===== src/rtl/regfile_writeback_pkg.sv =====
// Shared widths, tag encoding and register indices for the register file,
// read mux and issue logic.
package regfile_writeback_pkg;
  localparam int DATA_W = 16;
  localparam int TAG_W  = 3;
  localparam int NREGS  = 6;
  localparam logic [TAG_W-1:0] TAG_NONE = '0;

  localparam logic [3:0] REG_R1 = 4'd1;
  localparam logic [3:0] REG_R2 = 4'd2;
  localparam logic [3:0] REG_R3 = 4'd3;
  localparam logic [3:0] REG_R4 = 4'd4;
  localparam logic [3:0] REG_R5 = 4'd5;
  localparam logic [3:0] REG_R6 = 4'd6;
endpackage


===== src/rtl/regfile_writeback_entry.sv =====
// One architectural register and its status tag (Qi).
// Exposes its next-state tag so the top can count pending registers.
module regfile_entry
  import regfile_writeback_pkg::*;
(
  input  logic              clock,
  input  logic              reset,
  input  logic              init_sel,
  input  logic [DATA_W-1:0] init_data,
  input  logic              issue_sel,
  input  logic [TAG_W-1:0]  issue_tag,
  input  logic              cdb_valid,
  input  logic [TAG_W-1:0]  cdb_tag,
  input  logic [DATA_W-1:0] cdb_data,
  output logic [DATA_W-1:0] value,
  output logic [TAG_W-1:0]  tag,
  output logic [TAG_W-1:0]  tag_nxt,
  output logic              match
);
  logic [DATA_W-1:0] val_nxt;

  assign match = cdb_valid && (cdb_tag != TAG_NONE) && (tag == cdb_tag);

  // Qi priority: init > issue > CDB; value priority: init > CDB.
  always_comb begin
    val_nxt = value;
    tag_nxt = tag;
    if (match) begin
      val_nxt = cdb_data;
      tag_nxt = TAG_NONE;
    end
    if (issue_sel) tag_nxt = issue_tag;
    if (init_sel) begin
      val_nxt = init_data;
      tag_nxt = TAG_NONE;
    end
  end

  always_ff @(posedge clock or posedge reset) begin
    if (reset) begin
      value <= '0;
      tag   <= TAG_NONE;
    end else begin
      value <= val_nxt;
      tag   <= tag_nxt;
    end
  end
endmodule


===== src/rtl/regfile_writeback.sv =====
// Write side of the Tomasulo register file: init/issue index decode,
// error flagging, CDB ack and pending-reservation count around NREGS entries.
module regfile_writeback
  import regfile_writeback_pkg::*;
(
  input  logic              clock,
  input  logic              reset,
  input  logic              init_valid,
  input  logic [3:0]        init_reg,
  input  logic [DATA_W-1:0] init_data,
  input  logic              issue_valid,
  input  logic [3:0]        issue_reg,
  input  logic [TAG_W-1:0]  issue_tag,
  input  logic              cdb_valid,
  input  logic [TAG_W-1:0]  cdb_tag,
  input  logic [DATA_W-1:0] cdb_data,
  output logic              cdb_ack,
  output logic              err_pulse,
  output logic [DATA_W-1:0] r1, r2, r3, r4, r5, r6,
  output logic [TAG_W-1:0]  q1, q2, q3, q4, q5, q6,
  output logic [2:0]        pending
);
  logic [NREGS-1:0][DATA_W-1:0] rv;
  logic [NREGS-1:0][TAG_W-1:0]  qv, qv_nxt;
  logic [NREGS-1:0]             init_sel, issue_sel, match;
  logic                         init_legal, issue_legal, init_ok, issue_ok, err;
  logic [2:0]                   cnt;

  assign init_legal  = (init_reg  >= 4'd1) && (init_reg  <= 4'(NREGS));
  assign issue_legal = (issue_reg >= 4'd1) && (issue_reg <= 4'(NREGS));
  assign init_ok     = init_valid && init_legal;
  assign issue_ok    = issue_valid && issue_legal && (issue_tag != TAG_NONE);

  assign err = (init_valid && !init_legal)
             || (issue_valid && (!issue_legal || issue_tag == TAG_NONE))
             || (cdb_valid && cdb_tag == TAG_NONE);

  for (genvar i = 0; i < NREGS; i++) begin : g_ent
    assign init_sel[i]  = init_ok  && (init_reg  == 4'(i + 1));
    assign issue_sel[i] = issue_ok && (issue_reg == 4'(i + 1));

    regfile_entry u_ent (
      .clock     (clock),
      .reset     (reset),
      .init_sel  (init_sel[i]),
      .init_data (init_data),
      .issue_sel (issue_sel[i]),
      .issue_tag (issue_tag),
      .cdb_valid (cdb_valid),
      .cdb_tag   (cdb_tag),
      .cdb_data  (cdb_data),
      .value     (rv[i]),
      .tag       (qv[i]),
      .tag_nxt   (qv_nxt[i]),
      .match     (match[i])
    );
  end

  always_comb begin
    cnt = '0;
    for (int i = 0; i < NREGS; i++)
      cnt = cnt + 3'(qv_nxt[i] != TAG_NONE);
  end

  always_ff @(posedge clock or posedge reset) begin
    if (reset) begin
      cdb_ack   <= 1'b0;
      err_pulse <= 1'b0;
      pending   <= '0;
    end else begin
      cdb_ack   <= |match;
      err_pulse <= err;
      pending   <= cnt;
    end
  end

  assign r1 = rv[REG_R1-1]; assign q1 = qv[REG_R1-1];
  assign r2 = rv[REG_R2-1]; assign q2 = qv[REG_R2-1];
  assign r3 = rv[REG_R3-1]; assign q3 = qv[REG_R3-1];
  assign r4 = rv[REG_R4-1]; assign q4 = qv[REG_R4-1];
  assign r5 = rv[REG_R5-1]; assign q5 = qv[REG_R5-1];
  assign r6 = rv[REG_R6-1]; assign q6 = qv[REG_R6-1];
endmodule


===== config.mk =====
export PLATFORM = sky130hd
export DESIGN_NAME = regfile_writeback
export DESIGN_NICKNAME = d
export VERILOG_FILES = /design/src/rtl/regfile_writeback_pkg.sv /design/src/rtl/regfile_writeback_entry.sv /design/src/rtl/regfile_writeback.sv
export SDC_FILE = /design/constraint.sdc
export NUM_CORES = 1
export LEC_CHECK = 0
export ABC_AREA = 1
export CORE_ASPECT_RATIO = 1.5
export CORE_UTILIZATION = 40
export CTS_CLUSTER_DIAMETER = 120
export DETAILED_ROUTE_END_ITERATION = 16
export HOLD_SLACK_MARGIN = 0.06
export PLACE_DENSITY = 0.68
export RECOVER_POWER = 50
export SETUP_SLACK_MARGIN = 0.4
export SYNTH_ARGS = -nofsm -noshare
export SYNTH_HDL_FRONTEND = slang
export SYNTH_SLANG_ARGS = --single-unit

===== constraint.sdc =====
create_clock -name clock -period 5.3 [get_ports clock]
set_input_delay 0.795 -clock clock [delete_from_list [all_inputs] [get_ports clock]]
set_output_delay 0.795 -clock clock [all_outputs]
set_load 0.005 [all_outputs]

==> impl_metrics.sql <==
INSERT INTO impl_metrics (metric_group, metric, value, unit) VALUES
('status', 'result_of_the_run', 'finished with violations', ''),
('status', 'violations', 'capacitance limit, slew limit', ''),
('global_route', 'wire_length_of_the_first_global_routing_pass', '32.2', 'mm'),
('sta', 'minimum_period_implied_by_the_final_worst_setup_slack', '3970', 'ps'),
('drt', 'routed_wirelength', '21.0', 'mm'),
('cells_and_area', 'most-common-layout-cells', 'nand2_1 (225), nand3_1 (122), dfrtp_1 (119), clkdlybuf4s50_1 (110), inv_1 (82)', ''),
('cells_and_area', 'area_delta_synth_final', '37.0', '%'),
('sta', 'finalSetupTns', '0', 'ps'),
('synthesis', 'synthCells', '840', ''),
('power', 'power_density', '436', 'mW/mm^2'),
('power', 'static_leakage', '4.42', 'nW'),
('clocking', 'clk_pin_slew', '50', 'ps'),
('clocking', 'h-tree-depth', '4', ''),
('drt', 'dr.first_iter.drc_count', '352', ''),
('sta', 'setup-violations-final', '0', ''),
('worst_setup_path', 'worst_setup_path_start_kind', 'input port', ''),
('drt', 'routed_wire_length_per_instance', '17.5', 'microns'),
('clocking', 'cts.repair_timing.setup_buffer_count', '0', ''),
('synthesis', 'synth-seq-cells', '119', ''),
('synthesis', 'synth_sequential_area_ratio', '46.2', '%'),
('place', 'gp_routability_congestion', '0.937', ''),
('clocking', 'cts_buffer_depth', '2', ''),
('clocking', 'clock_tree_sinks', '119', ''),
('clocking', 'cts_resized', '0', ''),
('global_route', 'grt_overflow_total', '0', ''),
('floorplan', 'die_y', '157', 'microns'),
('synthesis', 'ys.warnings.count', '0', ''),
('sta', 'finalWorstSetupSlack', '1330', 'ps'),
('worst_setup_path', 'worst-r2r-setup-slack', '2120', 'ps'),
('synthesis', 'syn_avg_cell_area', '7.67', 'sq um'),
('cells_and_area', 'antenna-diode-count', '0', ''),
('worst_setup_path', 'critPathKind', 'input port to async pin', ''),
('cells_and_area', 'fin_nets', '1044', ''),
('clocking', 'clock-root-buffer', 'clkbuf_16', ''),
('drt', 'drt.antenna.violating_nets', '0', ''),
('clocking', 'hold_buffers', '0', ''),
('drt', 'post_drt_via_cell_ratio', '5.22', ''),
('clocking', 'worst_skew_pair.late_latency', '410', 'ps'),
('synthesis', 'synth.cell_area', '0.00645', 'sq mm'),
('sta', 'fmax', '0.252', 'GHz'),
('global_route', 'grt_usage', '25.7', '%'),
('synthesis', 'postSynthNetCount', '895', ''),
('synthesis', 'netlist-cell-type-count', '29', ''),
('sta', 'fin_worst_skew', '8.80', 'ps'),
('sta', 'slew_headroom', '-50.3', '%'),
('place', 'detailedPlace.worstSlack', '884', 'ps'),
('drt', 'num_vias', '6292', ''),
('global_route', 'grt_max_degree', '51', ''),
('sta', 'final.period_utilization', '75.0', '%'),
('clocking', 'numCtsBuffers', '17', ''),
('global_route', 'first_global_vias', '6039', ''),
('clocking', 'clock_tree_from_tritoncts', 'yes', ''),
('sta', 'pins_over_their_slew_limit', '86', ''),
('sta', 'transition_time_of_the_tightest_slew_check_pin', '2240', 'ps'),
('worst_setup_path', 'crit_path_end_kind', 'async pin', ''),
('floorplan', 'num_rows', '56', ''),
('flow_run', 'cap_viol_max_count', '2', ''),
('worst_setup_path', 'critical_path_at', '4120', 'ps'),
('sta', 'rsz0062_at_grt', 'false', ''),
('sta', 'final_hold_viol_count', '0', ''),
('floorplan', 'number_of_top_level_pins', '170', ''),
('global_route', 'antenna_found_initial', '0', ''),
('floorplan', 'chipWidth', '106', 'microns'),
('min_path', 'hold_class', 'register to register', ''),
('cells_and_area', 'drive_gt1_share', '6.89', '%'),
('worst_setup_path', 'worst-endpoint-required', '5440', 'ps'),
('floorplan', 'dieArea', '0.0166', 'sq mm'),
('power', 'vdd.ir_drop.worst', '0.191', 'mV'),
('cells_and_area', 'layout_commonest_cell', 'nand2_1', ''),
('floorplan', 'core_region_area', '0.0157', 'sq mm'),
('worst_setup_path', 'worst-path-max-fanout', '50', ''),
('drt', 'post-route-drc-count', '0', ''),
('floorplan', 'initial_core_util', '41.1', '%'),
('place', 'detailed_placement_hpwl', '15.4', 'mm'),
('drt', 'drt_pre_antenna_iters', '6', ''),
('place', 'io_buf_count', '169', '');
synthesized netlist by cell type:
cell	count	area, sq um
nand3b_1	1	7.51
buf_1	2	7.51
nor2_4	1	11.3
xor2_1	1	8.76
dfrtp_1	119	2980
buf_4	3	22.5
inv_2	7	26.3
o211ai_1	22	165
nor3_1	48	240
nor2_2	1	6.26
o21ai_1	1	5.00
inv_1	83	312
xnor2_1	9	78.8
buf_2	19	95.1
o211ai_2	11	138
buf_6	6	67.6
nand4_1	8	50.1
nand4_4	1	21.3
a21boi_4	1	18.8
nand2_1	225	845
nand3_1	122	611
nand4_2	1	12.5
nand3_4	3	52.6
fa_1	3	60.1
ha_1	1	12.5
a21oi_1	50	250
inv_4	1	6.26
nor2_1	70	263
clkbuf_1	20	75.1
layout make-up:
class | count | area [sq um]
well taps | 203 | 254
flip-flops and latches | 119 | 2980
fillers | 1471 | 6860
repair buffers | 180 | 1770
clock buffers | 18 | 429
inverters | 91 | 345
clock inverters | 14 | 199
multi-input cells | 580 | 2860
cells by family after synthesis:
family | count (synthesis) | share of synthesized area [%]
buf+inv | 141 | 9.49
flops | 119 | 46.2
simple gates | 481 | 32.9
fa+ha+maj | 4 | 1.13
compound gates | 85 | 8.95
xor+xnor | 10 | 1.36
sequential cells by signal (all words and copies together) (netlist names):
signal,count
g_ent.u_ent.value,96
g_ent.u_ent.tag,18
pending,3
cdb_ack,1
err_pulse,1
report_power, final:
group	switching, mW	internal (mW)	leakage, nW
logic	0.508	0.699	2.61
clock network	0.441	0.791	0.305
registers	0.199	1.21	1.51
total	1.15	2.70	4.42
worst max-delay path, stage by stage:
cell and delay (ps):
dlygate4sd3_1 550, clkinvlp_2 1270, clkbuf_1 1460
layer usage:
metal / vias up / track usage (%) / part of all wire [%]
met5: - / 0 / 0
met4: 0 / 12.8 / 3.9
met3: 48 / 5.38 / 6.3
met2: 264 / 46.9 / 53
met1: 2957 / 28.0 / 37
li1: 3023 / - / -
stage by stage:
| stage | hold slack (ps) | util (%) | area, sq um | power (mW) | cells |
|---|---|---|---|---|---|
| 2_1_floorplan | 476 | - | 6450 | 1.88 | 840 |
| 3_3_place_gp | 462 | 52.3 | 8210 | 2.69 | 1173 |
| 3_5_place_dp | 473 | 52.3 | 8210 | 2.71 | 1173 |
| 4_1_cts | 487 | 56.3 | 8840 | 3.95 | 1205 |
| 5_1_grt | 519 | 56.3 | 8830 | 4.07 | 1205 |
| 6_report | 476 | 56.3 | 8830 | 3.85 | 1205 |
final timing paths:
| check | start | cells past startpoint | endpoint |
|---|---|---|---|
| worst max-delay path | reset | 3 | pending[0] |
| worst min register to register | g_ent[3].u_ent.value[8] | 2 | g_ent[3].u_ent.value[8] |
| max in group clock | cdb_tag[0] | 14 | pending[1] |
| worst max register to register | g_ent[5].u_ent.tag[2] | 15 | pending[1] |
| worst min-delay path | g_ent[3].u_ent.value[8] | 2 | g_ent[3].u_ent.value[8] |
| min in group asynchronous | reset | 2 | g_ent[5].u_ent.value[7] |
Power figures use the tool's default switching activity.
